**config.mk**
```make
export PLATFORM = sky130hd
export DESIGN_NAME = fetcher
export DESIGN_NICKNAME = d
export VERILOG_FILES = /design/src/rtl/fetcher_pkg.sv /design/src/rtl/fetchbuf.sv /design/src/rtl/fetcher.sv
export SDC_FILE = /design/constraint.sdc
export NUM_CORES = 1
export LEC_CHECK = 0
export CAP_MARGIN = 0
export CORE_UTILIZATION = 40
export DETAILED_ROUTE_END_ITERATION = 10
export HOLD_SLACK_MARGIN = 0.15
export PLACE_DENSITY = 0.6
export SLEW_MARGIN = 20
export SYNTH_ARGS = -nofsm -noshare
export SYNTH_HDL_FRONTEND = slang
export SYNTH_HIERARCHICAL = 1
export SYNTH_SLANG_ARGS = --single-unit
```
**constraint.sdc**
```tcl
create_clock -name clk -period 21.7 [get_ports clk]
set_input_delay 4.34 -clock clk [delete_from_list [all_inputs] [get_ports clk]]
set_output_delay 4.34 -clock clk [all_outputs]
set_load 0.02 [all_outputs]
```
**src/rtl/fetcher_pkg.sv**
```systemverilog
// Common definitions for the instruction fetcher.
//   DEFAULT_RESET_PC : default address of the first fetch after reset
//   XLEN / ILEN      : address and instruction widths
//   FETCH_STATE      : fetcher control states
//   REG_IF_ID        : IF/ID pipeline register layout
//   align_pc()       : forces a target onto a word boundary
//   issues_request() : which states drive a bus request
package fetcher_pkg;

  localparam int unsigned XLEN = 64;
  localparam int unsigned ILEN = 32;

  localparam logic [XLEN-1:0] DEFAULT_RESET_PC = 64'h8000_0000;

  typedef enum logic [1:0] {
    IDLE,  // no request on the bus
    WAIT,  // request outstanding, response will be used
    HOLD,  // word parked in the skid buffer while decode stalls
    FLUSH  // request outstanding, response will be thrown away
  } FETCH_STATE;

  typedef struct packed {
    logic            valid;
    logic [ILEN-1:0] instr;
    logic [XLEN-1:0] instrAddr;
    logic [XLEN-1:0] pcPlus4;
  } REG_IF_ID;

  function automatic logic [XLEN-1:0] align_pc(input logic [XLEN-1:0] addr);
    return {addr[XLEN-1:2], 2'b00};
  endfunction

  function automatic logic issues_request(input FETCH_STATE st);
    return (st == WAIT) || (st == FLUSH);
  endfunction

endpackage

```
**src/rtl/fetchbuf.sv**
```systemverilog
// One-entry skid buffer holding a fetched word while decode is stalled.
// Ports:
//   clk, rst          : clock, synchronous active-high reset
//   load              : capture load_instr/load_addr/load_pc_plus4 and mark valid
//   clear             : drop the stored entry (wins over load)
//   valid             : an entry is stored
//   instr, instr_addr, pc_plus4 : the stored entry
module fetchbuf
  import fetcher_pkg::*;
(
  input  logic            clk,
  input  logic            rst,
  input  logic            load,
  input  logic            clear,
  input  logic [ILEN-1:0] load_instr,
  input  logic [XLEN-1:0] load_addr,
  input  logic [XLEN-1:0] load_pc_plus4,
  output logic            valid,
  output logic [ILEN-1:0] instr,
  output logic [XLEN-1:0] instr_addr,
  output logic [XLEN-1:0] pc_plus4
);

  // Only the valid flag is reset; the payload is meaningless while valid is low.
  always_ff @(posedge clk) begin
    if (rst) begin
      valid <= 1'b0;
    end else if (clear) begin
      valid <= 1'b0;
    end else if (load) begin
      valid      <= 1'b1;
      instr      <= load_instr;
      instr_addr <= load_addr;
      pc_plus4   <= load_pc_plus4;
    end
  end

endmodule

```
**src/rtl/fetcher.sv**
```systemverilog
// Instruction fetch stage: issues one word request at a time on the
// instruction bus and fills the IF/ID register, absorbing decode stalls with
// a one-entry skid buffer and handling execute-stage redirects.
// Ports:
//   clk, rst       : clock, synchronous active-high reset
//   bubbleHold     : decode stall, IF/ID must hold
//   redirectValid  : taken branch/jump from execute
//   redirectPc     : redirect target (low two bits ignored)
//   ireqValid      : instruction-bus request valid
//   ireqAddr       : instruction-bus request address (current pc)
//   irespDataOk    : response strobe for the outstanding request
//   irespData      : fetched instruction word
//   moduleOut      : IF/ID register
module fetcher
  import fetcher_pkg::*;
#(
  parameter logic [XLEN-1:0] RESET_PC = DEFAULT_RESET_PC
) (
  input  logic            clk,
  input  logic            rst,
  input  logic            bubbleHold,
  input  logic            redirectValid,
  input  logic [XLEN-1:0] redirectPc,
  output logic            ireqValid,
  output logic [XLEN-1:0] ireqAddr,
  input  logic            irespDataOk,
  input  logic [ILEN-1:0] irespData,
  output REG_IF_ID        moduleOut
);

  FETCH_STATE      state;
  logic [XLEN-1:0] pc;
  logic [XLEN-1:0] pc_plus4;
  logic [XLEN-1:0] saved_target;
  logic [XLEN-1:0] redirect_target;

  logic            buf_load;
  logic            buf_clear;
  logic            buf_valid;
  logic [ILEN-1:0] buf_instr;
  logic [XLEN-1:0] buf_addr;
  logic [XLEN-1:0] buf_pc_plus4;

  always_comb begin
    pc_plus4        = pc + 64'd4;
    redirect_target = align_pc(redirectPc);
    // A response that arrives during a stall is parked instead of written.
    buf_load        = (state == WAIT) && irespDataOk && bubbleHold && !redirectValid;
    // The parked word leaves on stall release, or is dropped by a redirect.
    buf_clear       = (state == HOLD) && (redirectValid || !bubbleHold);
  end

  // The request is a pure decode of the state register; pc is held until the
  // response arrives, so the address is stable for the whole request.
  assign ireqValid = issues_request(state);
  assign ireqAddr  = pc;

  fetchbuf u_fetchbuf (
    .clk           (clk),
    .rst           (rst),
    .load          (buf_load),
    .clear         (buf_clear),
    .load_instr    (irespData),
    .load_addr     (pc),
    .load_pc_plus4 (pc_plus4),
    .valid         (buf_valid),
    .instr         (buf_instr),
    .instr_addr    (buf_addr),
    .pc_plus4      (buf_pc_plus4)
  );

  always_ff @(posedge clk) begin
    if (rst) begin
      state           <= IDLE;
      pc              <= RESET_PC;
      moduleOut.valid <= 1'b0;
    end else begin
      unique case (state)
        IDLE: begin
          state <= WAIT;
          if (redirectValid) begin
            pc              <= redirect_target;
            moduleOut.valid <= 1'b0;
          end
        end

        WAIT: begin
          if (redirectValid) begin
            moduleOut.valid <= 1'b0;
            if (irespDataOk) begin
              // Bus is free this cycle: go straight to the target.
              pc <= redirect_target;
            end else begin
              // Request cannot be cancelled; remember where to go after it.
              saved_target <= redirect_target;
              state        <= FLUSH;
            end
          end else if (irespDataOk) begin
            pc <= pc_plus4;
            if (bubbleHold) begin
              state <= HOLD;
            end else begin
              moduleOut <= '{valid: 1'b1, instr: irespData, instrAddr: pc, pcPlus4: pc_plus4};
            end
          end else if (!bubbleHold) begin
            moduleOut.valid <= 1'b0;
          end
        end

        HOLD: begin
          if (redirectValid) begin
            pc              <= redirect_target;
            moduleOut.valid <= 1'b0;
            state           <= WAIT;
          end else if (!bubbleHold) begin
            moduleOut <= '{valid: buf_valid, instr: buf_instr, instrAddr: buf_addr,
                           pcPlus4: buf_pc_plus4};
            state     <= WAIT;
          end
        end

        FLUSH: begin
          if (redirectValid) begin
            saved_target <= redirect_target;
          end
          if (irespDataOk) begin
            // A redirect in the same cycle as the discarded response wins.
            pc    <= redirectValid ? redirect_target : saved_target;
            state <= WAIT;
          end
        end

        default: state <= IDLE;
      endcase
    end
  end

endmodule

```
==> metrics.txt <==
FP Rows=83; Yosys cell types=78; Routed WL per cell=21.9 um; CTS buffer count=50; Mapped Cells=1771; pin count of the biggest net entering global routing=between 70 and 80; Fillers=around 4600; status=completed; Post-synth EDFFs=384; DIE AREA=53000 um2; fin nets=2156; Worst-Skew Late Latency=0.59 ns; 1st-iter DRT viols=1332; DR pass1 iterations=6; critical path capture point type=output port; IO Port Bufs=324; # hold bufs at CTS=0; Layout Area Growth over Synthesis=26.1%; Core Area=~51000 um2; post-synthesis average cell area=11.8 um2; Synth top area share=55.4%; vias=around 16000; Synth Cell Area=20800 um2; Placer Congestion=0.881; die height=230 um; Seq/Total Area, Yosys=61.9%; Reg clk slew, reported paths=0.06 ns; CP delay by family, top=flip-flops; Starting Density=40.5%; root buffer cell=clkbuf_16; Detail Route Antenna Nets=0; critical path startpoint category=flop; Power, Total=approximately 2500 uW; Tcrit/Tclk final=between 30 and 40%; share of cells above drive strength 1=12.0%; #FFs+latches synth=452; drt drc=0; clock sink count=452; Longest Clk Path Bufs=3; Worst EP required=17.36 ns; Die W=230 um; GRT overflow=0; # Max-Cap Violations=0; yosys warns=6; Async SR Flop Fraction=0%; Hold/Removal Path Class=flop to flop; measured slew at the worst slew-check pin=1.09 ns; LEAKAGE=0.00908 uW; global-route wire length before repair=slightly above 90 mm; CP Cell Sequence=ha_2 > or2_2 > clkdlybuf4s50_1; utilization after layout=between 50% and 60%; initial antenna violation count=22; Buffers & Inverters on Critical Path=1; FMAX=0.144 GHz; CTS tree=built; RSZ-0062 raised after global routing=false; largest area contributor in the netlist=edfxtp_1; final hold vios=0; CP max FO=21; FF+latch area=around 13000 um2; vias per cell=~5.6; Final setup viols=0; ys flop type=edfxtp_1; top cells by area, synth=edfxtp_1 55%, dfxtp_1 6.5%, mux2_2 5.8%; VDD IR-drop max=0.0000666 V; htree depth=2; Setup TNS=0 ns; DRT Wirelength=roughly 61 mm; Worst Path Class, Setup=flop to output port; Slowest cell on crit path=dfxtp_1; Top-Level Pins=327; Max Slew Vio Count=0; syn nets=1877; area of the multi-input gates=around 7300 um2; Post-DP HPWL=around 40 mm; Post-CTS Setup Inserts=0; WP data arrival=2.60 ns; fin crit period=between 6 and 7 ns; Hold Slack=about 0.47 ns; PD cells=94.5 nW/um2; number of global-route vias before repair=~15000; Crit path largest cell delay=0.93 ns; final clock skew=slightly above 0.03 ns; post_cts resized=0; global-route usage over all layers=22.6%; Slew Limit Headroom=between 20% and 30%
==> sequential cells by signal, summed over array words and instances (netlist names) <==
register	cells
moduleOut	161
ireqAddr	64
saved_target	64
u_fetchbuf/instr_addr	64
u_fetchbuf/pc_plus4	64
u_fetchbuf/instr	32
state	2
u_fetchbuf/valid	1
==> worst reg2reg max path, cell delays in order, from the launching register on <==
cell and delay (ns):
dfxtp_1 0.93, clkinv_1 0.32, ha_4 0.40, buf_4 0.43, o21ba_2 0.34, nor2_4 0.31
buf_4 0.67, a31oi_1 0.40, nor4b_1 0.38, nor3_1 0.10
==> where the power goes <==
group	internal (uW)	switching, uW	total (uW)	leakage (uW)
clock	469	350	819	0.000755
sequential	1050	74.1	1120	0.00411
combinational	231	307	538	0.00421
==> per-layer routing <==
metal / global-route usage, % / vias up / wire length, um
li1: - / 7225 / -
met4: 6.64 / 30 / 1360
met3: 6.14 / 117 / 5140
met2: 35.2 / 578 / 27800
met1: 30.8 / 7631 / 26300
met5: 0 / - / 191
==> Yosys cell counts (all sizes together) (15+ instances only) <==
| cell | instances |
|---|---|
| nor3 | 31 |
| o211ai | 34 |
| a31oi | 18 |
| buf | 23 |
| nand2b | 20 |
| xnor2 | 34 |
| nand3 | 38 |
| nor2 | 59 |
| a21oi | 66 |
| a22oi | 24 |
| and3 | 15 |
| a211oi | 23 |
| dfxtp | 68 |
| nand2 | 305 |
| nand4 | 44 |
| nor4 | 25 |
| mux2 | 108 |
| clkbuf | 102 |
| o21ai | 84 |
| inv | 39 |
| nand3b | 21 |
| or3 | 16 |
| edfxtp | 384 |
==> per-stage QoR <==
step	std cells	setup WS, ns	instance area, um2
after floorplan	1771	4.06	20800
after global placement	2678	14.35	24700
after detailed placement	2678	14.29	24700
after CTS	2771	14.74	26200
after global routing	2772	14.65	26200
final	2776	14.76	26300
==> logic make-up (layout without fill, tap and decap cells) <==
logic type / after synthesis / in the layout / synth area share [%]
simple gates: 634 / 634 / 15.2
mux: 113 / 113 / 6.08
xor+xnor: 48 / 48 / 2.02
other cells: 0 / 5 / 0
compound gates: 352 / 352 / 11.4
fa+ha+maj: 5 / 5 / 0.300
buf+inv: 167 / 487 / 3.12
flops: 452 / 452 / 61.9
==> worst paths after layout <==
path | cells after the start | startpoint | endpoint | slack [ns]
worst max-delay path | 3 | state[0]$_SDFFE_PP0P_ | ireqValid | 14.76
worst min-delay path | 2 | moduleOut[160]$_SDFFE_PP0P_ | moduleOut[160]$_SDFFE_PP0P_ | 0.47
worst max register to register | 9 | state[0]$_SDFFE_PP0P_ | ireqAddr[48]$_SDFFE_PP0P_ | 17.30
worst min register to register | 2 | moduleOut[160]$_SDFFE_PP0P_ | moduleOut[160]$_SDFFE_PP0P_ | 0.47
==> cell usage in the layout (no fill, tap or decap), types with 10 or more instances in the layout <==
master / synthesis / routed
or3_1: 16 / 16
clkinv_1: 3 / 10
a21oi_1: 66 / 65
a21o_1: 11 / 11
nand2_1: 305 / 303
a211oi_1: 23 / 23
dfxtp_1: 68 / 68
a221oi_1: 11 / 11
nor2_1: 59 / 58
o21a_1: 11 / 10
edfxtp_1: 384 / 384
clkbuf_1: 102 / 14
buf_4: 2 / 28
o211ai_1: 33 / 33
a31oi_1: 18 / 18
and2_1: 12 / 12
o21ai_0: 84 / 84
nor3_1: 28 / 27
and3_1: 15 / 15
xor2_1: 14 / 14
clkbuf_16: 0 / 51
nand3_1: 38 / 38
mux2_2: 108 / 108
xnor2_1: 34 / 34
inv_1: 39 / 39
nand4_1: 41 / 41
clkdlybuf4s50_1: 0 / 322
nand3b_1: 21 / 21
and4_1: 11 / 11
nor4_1: 20 / 20
nand2b_1: 20 / 20
a22oi_1: 24 / 24
==> area by class of cell <==
class | count | area share [%]
antenna | 5 | 0.0477
clock buffer | 69 | 5.27
clock inverter | 24 | 0.662
inverter | 42 | 0.600
multi-input combinational | 1152 | 28.0
sequential | 452 | 49.1
tap | 680 | 3.24
timing repair buffer | 352 | 13.1
Note: power is estimated with default switching activity, not from simulation.
